--- config.mk ---
export PLATFORM = sky130hd
export DESIGN_NAME = inpass_cfg_ctrl
export DESIGN_NICKNAME = d
export VERILOG_FILES = /design/src/rtl/inpass_cfg_pkg.sv /design/src/rtl/inpass_cfg_drain_cnt.sv /design/src/rtl/inpass_cfg_ctrl.sv
export SDC_FILE = /design/constraint.sdc
export NUM_CORES = 1
export LEC_CHECK = 0
export ABC_AREA = 0
export CAP_MARGIN = 10
export CORE_MARGIN = 2
export CORE_UTILIZATION = 30
export CTS_BUF_LIST = sky130_fd_sc_hd__clkbuf_2 sky130_fd_sc_hd__clkbuf_4 sky130_fd_sc_hd__clkbuf_8
export CTS_CLUSTER_DIAMETER = 50
export DETAILED_ROUTE_END_ITERATION = 6
export GPL_ROUTABILITY_DRIVEN = 0
export GPL_TIMING_DRIVEN = 0
export PLACE_DENSITY_LB_ADDON = 0.05
export SYNTH_ARGS = -nofsm -noshare
export SYNTH_HDL_FRONTEND = slang
export SYNTH_SLANG_ARGS = --single-unit
export TNS_END_PERCENT = 1
--- constraint.sdc ---
create_clock -name UserCLK -period 4.65 [get_ports UserCLK]
set_clock_uncertainty 0.05 [all_clocks]
set_input_delay 1.395 -clock UserCLK [delete_from_list [all_inputs] [get_ports UserCLK]]
set_output_delay 1.395 -clock UserCLK [all_outputs]
set_load 0.01 [all_outputs]
--- src/rtl/inpass_cfg_pkg.sv ---
// inpass_cfg_pkg: shared constants and FSM state type for the input-pass config controller
package inpass_cfg_pkg;
  localparam int BITS_PER_BEL = 4;
  localparam logic MODE_COMB = 1'b0;
  localparam logic MODE_REG = 1'b1;
  typedef enum logic [1:0] {IDLE, DRAIN, APPLY, ACK} state_t;
endpackage

--- src/rtl/inpass_cfg_drain_cnt.sv ---
// inpass_cfg_drain_cnt: loadable down-counter with zero flag for the commit drain window
module inpass_cfg_drain_cnt #(
  parameter int CntW = 4
) (
  input  logic            clk,
  input  logic            rst,
  input  logic            load,
  input  logic            dec,
  input  logic [CntW-1:0] load_val,
  output logic            zero
);
  logic [CntW-1:0] r_cnt;
  assign zero = r_cnt == '0;
  always_ff @(posedge clk)
    if (rst) r_cnt <= '0;
    else if (load) r_cnt <= load_val;
    else if (dec && !zero) r_cnt <= r_cnt - CntW'(1);
endmodule

--- src/rtl/inpass_cfg_ctrl.sv ---
// inpass_cfg_ctrl: shadowed per-BEL nibble writes committed atomically to ConfigBits after a drain window
module inpass_cfg_ctrl
  import inpass_cfg_pkg::*;
#(
  parameter int NumBels = 8,
  parameter int IdxW = 3,
  parameter int DrainCycles = 2,
  parameter int CntW = 4
) (
  input  logic                            UserCLK,
  input  logic                            Reset,
  input  logic                            cfg_valid,
  output logic                            cfg_ready,
  input  logic [IdxW-1:0]                 cfg_index,
  input  logic [BITS_PER_BEL-1:0]         cfg_data,
  output logic                            cfg_err,
  input  logic                            commit_req,
  output logic                            commit_ack,
  output logic                            busy,
  output logic                            dirty,
  input  logic [IdxW-1:0]                 rd_index,
  output logic [BITS_PER_BEL-1:0]         rd_data,
  output logic [NumBels*BITS_PER_BEL-1:0] ConfigBits
);
  localparam int W = NumBels * BITS_PER_BEL;
  localparam logic [CntW-1:0] LOAD = CntW'(DrainCycles > 0 ? DrainCycles - 1 : 0);
  state_t r_state, w_next;
  logic [W-1:0] r_shadow, r_cfg;
  logic [BITS_PER_BEL-1:0] r_rd, w_rd;
  logic r_dirty, r_err, w_wr, w_hit, w_zero;
  assign cfg_ready = r_state == IDLE;
  assign busy = !cfg_ready;
  assign commit_ack = r_state == ACK;
  assign cfg_err = r_err;
  assign dirty = r_dirty;
  assign rd_data = r_rd;
  assign ConfigBits = r_cfg;
  assign w_wr = cfg_valid & cfg_ready;
  inpass_cfg_drain_cnt #(.CntW(CntW)) u_cnt (
    .clk(UserCLK),
    .rst(Reset),
    .load(cfg_ready & commit_req),
    .dec(r_state == DRAIN),
    .load_val(LOAD),
    .zero(w_zero)
  );
  always_comb begin
    w_next = r_state;
    w_hit = 1'b0;
    w_rd = '0;
    case (r_state)
      IDLE:    w_next = commit_req ? (DrainCycles == 0 ? APPLY : DRAIN) : IDLE;
      DRAIN:   w_next = w_zero ? APPLY : DRAIN;
      APPLY:   w_next = ACK;
      default: w_next = IDLE;
    endcase
    for (int k = 0; k < NumBels; k++) begin
      w_hit = w_hit | (cfg_index == IdxW'(k));
      if (rd_index == IdxW'(k)) w_rd = r_cfg[k*BITS_PER_BEL +: BITS_PER_BEL];
    end
  end
  always_ff @(posedge UserCLK)
    if (Reset) begin
      r_state <= IDLE;
      r_shadow <= {W{MODE_COMB}};
      r_cfg <= {W{MODE_COMB}};
      r_dirty <= 1'b0;
      r_err <= 1'b0;
      r_rd <= '0;
    end else begin
      r_state <= w_next;
      r_err <= w_wr & ~w_hit;
      r_rd <= w_rd;
      for (int k = 0; k < NumBels; k++)
        if (w_wr && cfg_index == IdxW'(k)) r_shadow[k*BITS_PER_BEL +: BITS_PER_BEL] <= cfg_data;
      if (w_wr && w_hit) r_dirty <= 1'b1;
      else if (r_state == APPLY) r_dirty <= 1'b0;
      if (r_state == APPLY) r_cfg <= r_shadow;
    end
endmodule

=== After elaboration in Yosys (flattened, before gate mapping) ===
Cells that the tools add are included.

* Bits of input ports: 14
* Output and inout bits: 41
* Register bits: 76

* Mux-type cells: 15
* Bitwise operators: 11
* Equal/unequal tests: 17
* Reduce and logical (&&, ||, !) cells: 19
* Add/sub/neg operators: 1

{| class="wikitable"
|+ Operator list
! operator !! count
|-
| 4-bit two-way mux || 8
|-
| 3-bit == test, second input constant || 8
|-
| 3-bit by 2-bit == test with 1-bit output, second input constant || 4
|-
| 1-bit logical AND || 10
|-
| 1-bit bitwise OR || 7
|-
| 3-bit by 1-bit == test with 1-bit output, second input constant || 2
|-
| 3-bit zero test || 2
|-
| 2-bit one-hot mux with 3 select lines || 1
|-
| 1-bit two-way mux || 5
|-
| 2-bit == test, second input constant || 2
|-
| 4-bit zero test || 1
|-
| 2-bit nonzero test || 2
|-
| 4-bit by 1-bit subtractor with 4-bit output, second input constant || 1
|-
| 1-bit AND || 3
|-
| 2-bit by 1-bit == test with 1-bit output, second input constant || 1
|-
| 1-bit zero test || 2
|-
| 2-bit zero test || 1
|-
| 2-bit two-way mux || 1
|-
| 2-bit OR reduction || 1
|-
| 1-bit inverter || 1
|}

=== Logic depth before layout (Yosys ltp) ===
* Word-level depth: 10
* Depth in mapped cells: 7
* Mapped depth without buffers: 6

=== Hierarchy ===
A second synthesis with hierarchy kept.

* Cell total of the unflattened synthesis: 352
* Area, all modules: 3121.7 um^2

{| class="wikitable"
|+ By module, submodules not included
! module !! area an instance (um^2) !! cells each !! sequential area each (um^2) !! instances
|-
| inpass_cfg_ctrl || 2859.0 || 323 || 1441.4 || 1
|-
| inpass_cfg_drain_cnt || 262.8 || 29 || 80.1 || 1
|}

=== Worst setup path before layout ===
OpenSTA, ideal clock, no wires.

* Kind: input to register
* From: input cfg_index[0]
* To: register r_shadow[4]
* Setup slack: 1.912 ns
* Data arrival time: 2.561 ns
* Path buffers: 1
* Stages: 5
* Cells stage by stage: or3b_4 or4b_1 buf_2 mux2i_1 nor2_1

* Cells in the longest elaborated chain, start to end: 2

{| class="wikitable"
|+ Ends and longest elaborated chain
! item !! line !! source
|-
| start, declared || inpass_cfg_ctrl.sv:14 || <nowiki>input logic [IdxW-1:0] cfg_index,</nowiki>
|-
| 3-bit by 1-bit == test with 1-bit output || inpass_cfg_ctrl.sv:75 || <nowiki>if (w_wr && cfg_index == IdxW'(k)) r_shadow[k*BITS_PER_BEL +: BITS_PER_BEL] <= cfg_data;</nowiki>
|-
| 1-bit logical AND || inpass_cfg_ctrl.sv:75 ||
|-
| end signal, assigned || inpass_cfg_ctrl.sv:65 || <nowiki>r_shadow <= {W{MODE_COMB}};</nowiki>
|-
| end signal, assigned by index || inpass_cfg_ctrl.sv:75 ||
|-
| end, declared || inpass_cfg_ctrl.sv:28 || <nowiki>logic [W-1:0] r_shadow, r_cfg;</nowiki>
|}

Every way passes these cells.
A chain may end at the register's enable or synchronous reset.

=== Final worst setup path ===
* From: input cfg_index[0]
* To: register r_shadow[7]

Same word-level chain as after synthesis.

==> metrics.md <==
| Metric | Value |
|---|---|
| Clock period minus final worst setup slack | `3010 ps` |
| Share of cells above drive strength 1 | `6.54%` |
| # resized after CTS | `0` |
| Startpoint of the worst register-to-register path | `r_state[1]` |
| Upper clock frequency limit | `0.332 GHz` |
| CP cell instances | `clkdlybuf4s50_1 > or3b_4 > or4b_1 > buf_2 > mux2i_1 > nor2_1` |
| Top cell type's share of synthesized area | `50.2%` |
| Combined area of the multi-input logic cells | `1390 um^2` |
| Post-synthesis cell area | `3030 um^2` |
| Critical Path Slowest Stage Cell | `or4b_1` |
| Library cells used by synthesis | `32` |
| Run status | `completed` |
| DR DRC count | `0` |
| Type of element capturing the critical path | `flop` |
| CTS Root Cell | `clkbuf_8` |
| Highest-count cells in the layout ignoring fill and taps | `dfxtp_1, nand2_1, clkdlybuf4s50_1` |
| Reported leakage power | `0.00135 uW` |
| Rel. slew slack | `53.4%` |
| Syn_nets | `364` |
| Post-placement cell count | `530` |
| Number of max-cap violations | `0` |
| Antenna cell count | `0` |
| Met3 track demand over resource | `5.24%` |
| Final-report setup violation count | `0` |
| Die height | `105 um` |
| Worst-margin pin slew | `699 ps` |
| Final-report max-slew violation count | `0` |
| Register clock-pin slew on the reported worst setup and hold paths | `90 ps` |
| Final Hold Viols | `0` |
| DR pass1 iterations | `4` |
| Required time of the critical path | `4810 ps` |
| Avg Inst Size Synth | `8.69 um^2` |
| Top delay family on crit path | `simple AND/OR/NAND/NOR gates` |
| Initial antenna violation count | `0` |
| Met2 demand-to-capacity share in global routing | `24.6%` |
| Number of port buffers | `48` |
| Number of non-filler instances in the completed layout | `546` |
| Number of top-level design ports | `55` |
| Final core occ | `40.4%` |
| Overall die width | `105 um` |
| Critical path launch point | `cfg_index[0]` |
| Count of flip-flops with a built-in enable after synthesis | `0` |
| Slowest cell delay on critical path | `510 ps` |
| Ys async rst share | `0%` |
| CTS H-tree lvls | `3` |
| Power per standard cell area | `377 nW/um^2` |
| Biggest fanout along the worst timing path | `4` |
| Launching element type of the critical path | `primary input` |
| Antenna-violating nets left | `0` |
| Worst hold start | `r_shadow[21]` |
| Largest net degree at the start of global routing | `14` |
| Initial core utilization | `31.0%` |
| Worst-skew pair later-pin latency | `340 ps` |
| Number of clock sinks | `76` |
| CTS tree | `done` |
| Bufs and invs on worst path | `2` |
| Filler cell count | `1032` |
| GRT Max-Usage Layer | `met2` |
| Number of synthesis warnings | `0` |
| Sum of routed wire length over all layers | `8600 um` |
| Post-route clock period utilization | `64.8%` |
| Leading cell type in the layout, fill and taps excluded | `dfxtp_1` |
| Sequential element share of the synthesized area | `50.2%` |
| Cells taking the most area after synthesis | `dfxtp_1, mux2i_1, nand2_1` |
| Wire length of the first global-routing pass | `13700 um` |
| Dominant cell type by area after synthesis | `dfxtp_1` |
| GRT Total Usage | `16.3%` |
| HPWL reported at the end of detailed placement | `6440 um` |
| Final Hold Slack | `409 ps` |
| Aggregate negative setup slack | `0 ps` |
| Total number of vias | `2544` |
| Post-synthesis register bit count | `76` |
| Syn Inst Count | `349` |
| Sequential cell area | `1520 um^2` |
| Number of buffers inserted to repair setup after CTS | `0` |
| Met1 track demand over resource | `22.8%` |
| Number of vias per cell after detailed routing | `4.66` |
| Max Buffers Root-to-Sink | `2` |
| Dominant register cell in the synthesized netlist | `dfxtp_1` |
| Synthesis-to-layout area growth | `30.2%` |
| Number of global-route vias before repair | `2440` |
| Cell area after layout | `3950 um^2` |
| Die area | `10900 um^2` |
| Placed standard-cell area | `3680 um^2` |
| Classification of the worst-slack hold path | `reg -> reg` |
| Setup repair after global routing missed its margin | `false` |
| Crit Path Category | `in -> reg` |
| Cts hold-fix bufs | `0` |
| Post-layout nets | `423` |
| Violation count after the first detailed-routing iteration | `103` |
| Number of buffers added by the clock tree synthesis step | `9` |
| Critical path arrival | `3180 ps` |
| Floorplan Core Area | `9770 um^2` |
| Number of rows in the core area | `36` |
| Maximum VDD drop | `0.190 mV` |
| Total global routing overflow | `0` |
| Post-detailed-route wirelength per cell | `15.8 um` |
[synth_stat cells, drive strengths merged (3+ instances only)]
| master | n |
|---|---|
| nand3b | 3 |
| nor3 | 4 |
| o21ai | 5 |
| clkbuf | 23 |
| nand2b | 9 |
| o221ai | 4 |
| inv | 6 |
| nor2 | 43 |
| mux2i | 32 |
| nor2b | 3 |
| a21oi | 41 |
| buf | 3 |
| dfxtp | 76 |
| nand3 | 3 |
| nand2 | 71 |
[through the flow]
step | worst slack (ps) | power, uW
2_1_floorplan | 1910 | 780
3_3_place_gp | 1250 | 837
3_5_place_dp | 1260 | 837
4_1_cts | 1620 | 1510
5_1_grt | 1570 | 1550
6_report | 1640 | 1490
[registers in the layout (all words and copies together), names as in the netlist]
register	count
cfg_err	1
dirty	1
r_shadow	32
u_cnt.r_cnt	4
ConfigBits	32
rd_data	4
r_state	2
[routing by layer]
metal  wire length [um]  share of wire (%)
met4                 68               0.79
met2               3690                 43
met5                  0                  0
met1               4410                 51
met3                434                5.0
[cell type report]
cell class | instances | area share, %
Clock inverter | 6 | 3.45
Tap cell | 133 | 4.22
Timing Repair Buffer | 48 | 12.2
Sequential cell | 76 | 38.5
Buffer | 26 | 2.54
Clock buffer | 10 | 3.33
Inverter | 6 | 0.571
Multi-Input combinational cell | 241 | 35.2
[power by group]
group	internal (uW)	switching (uW)
Sequential	665	11.5
Clock	418	249
Combinational	56.1	88.0
[worst register-to-register path: stages, from the launching register on]
cell	delay, ps
dfxtp_1	380
or3b_4	450
or4b_1	510
buf_2	180
mux2i_1	150
nor2_1	50
[path summary, 6_finish.rpt]
path	endpoint	slack (ps)	cells past startpoint
hold / removal	ConfigBits[21]	410	2
setup / recovery	r_shadow[7]	1640	6
setup reg to reg	r_shadow[7]	2760	5
hold reg to reg	ConfigBits[21]	410	2
[logic make-up (layout without fill, tap and decap cells)]
logic type	after synthesis	count (layout)	share of synthesized area (%)
XOR/XNOR	3	3	0.866
adder cells (fa/ha/maj)	1	1	0.412
multiplexers	36	36	12.8
buffers and inverters	32	96	4.04
other	1	1	0.124
flip-flops	76	76	50.2
AND/OR/NAND/NOR	143	143	20.9
AO/OA/AOI/OAI	57	57	10.7
Note: power is estimated with default switching activity, not from simulation.
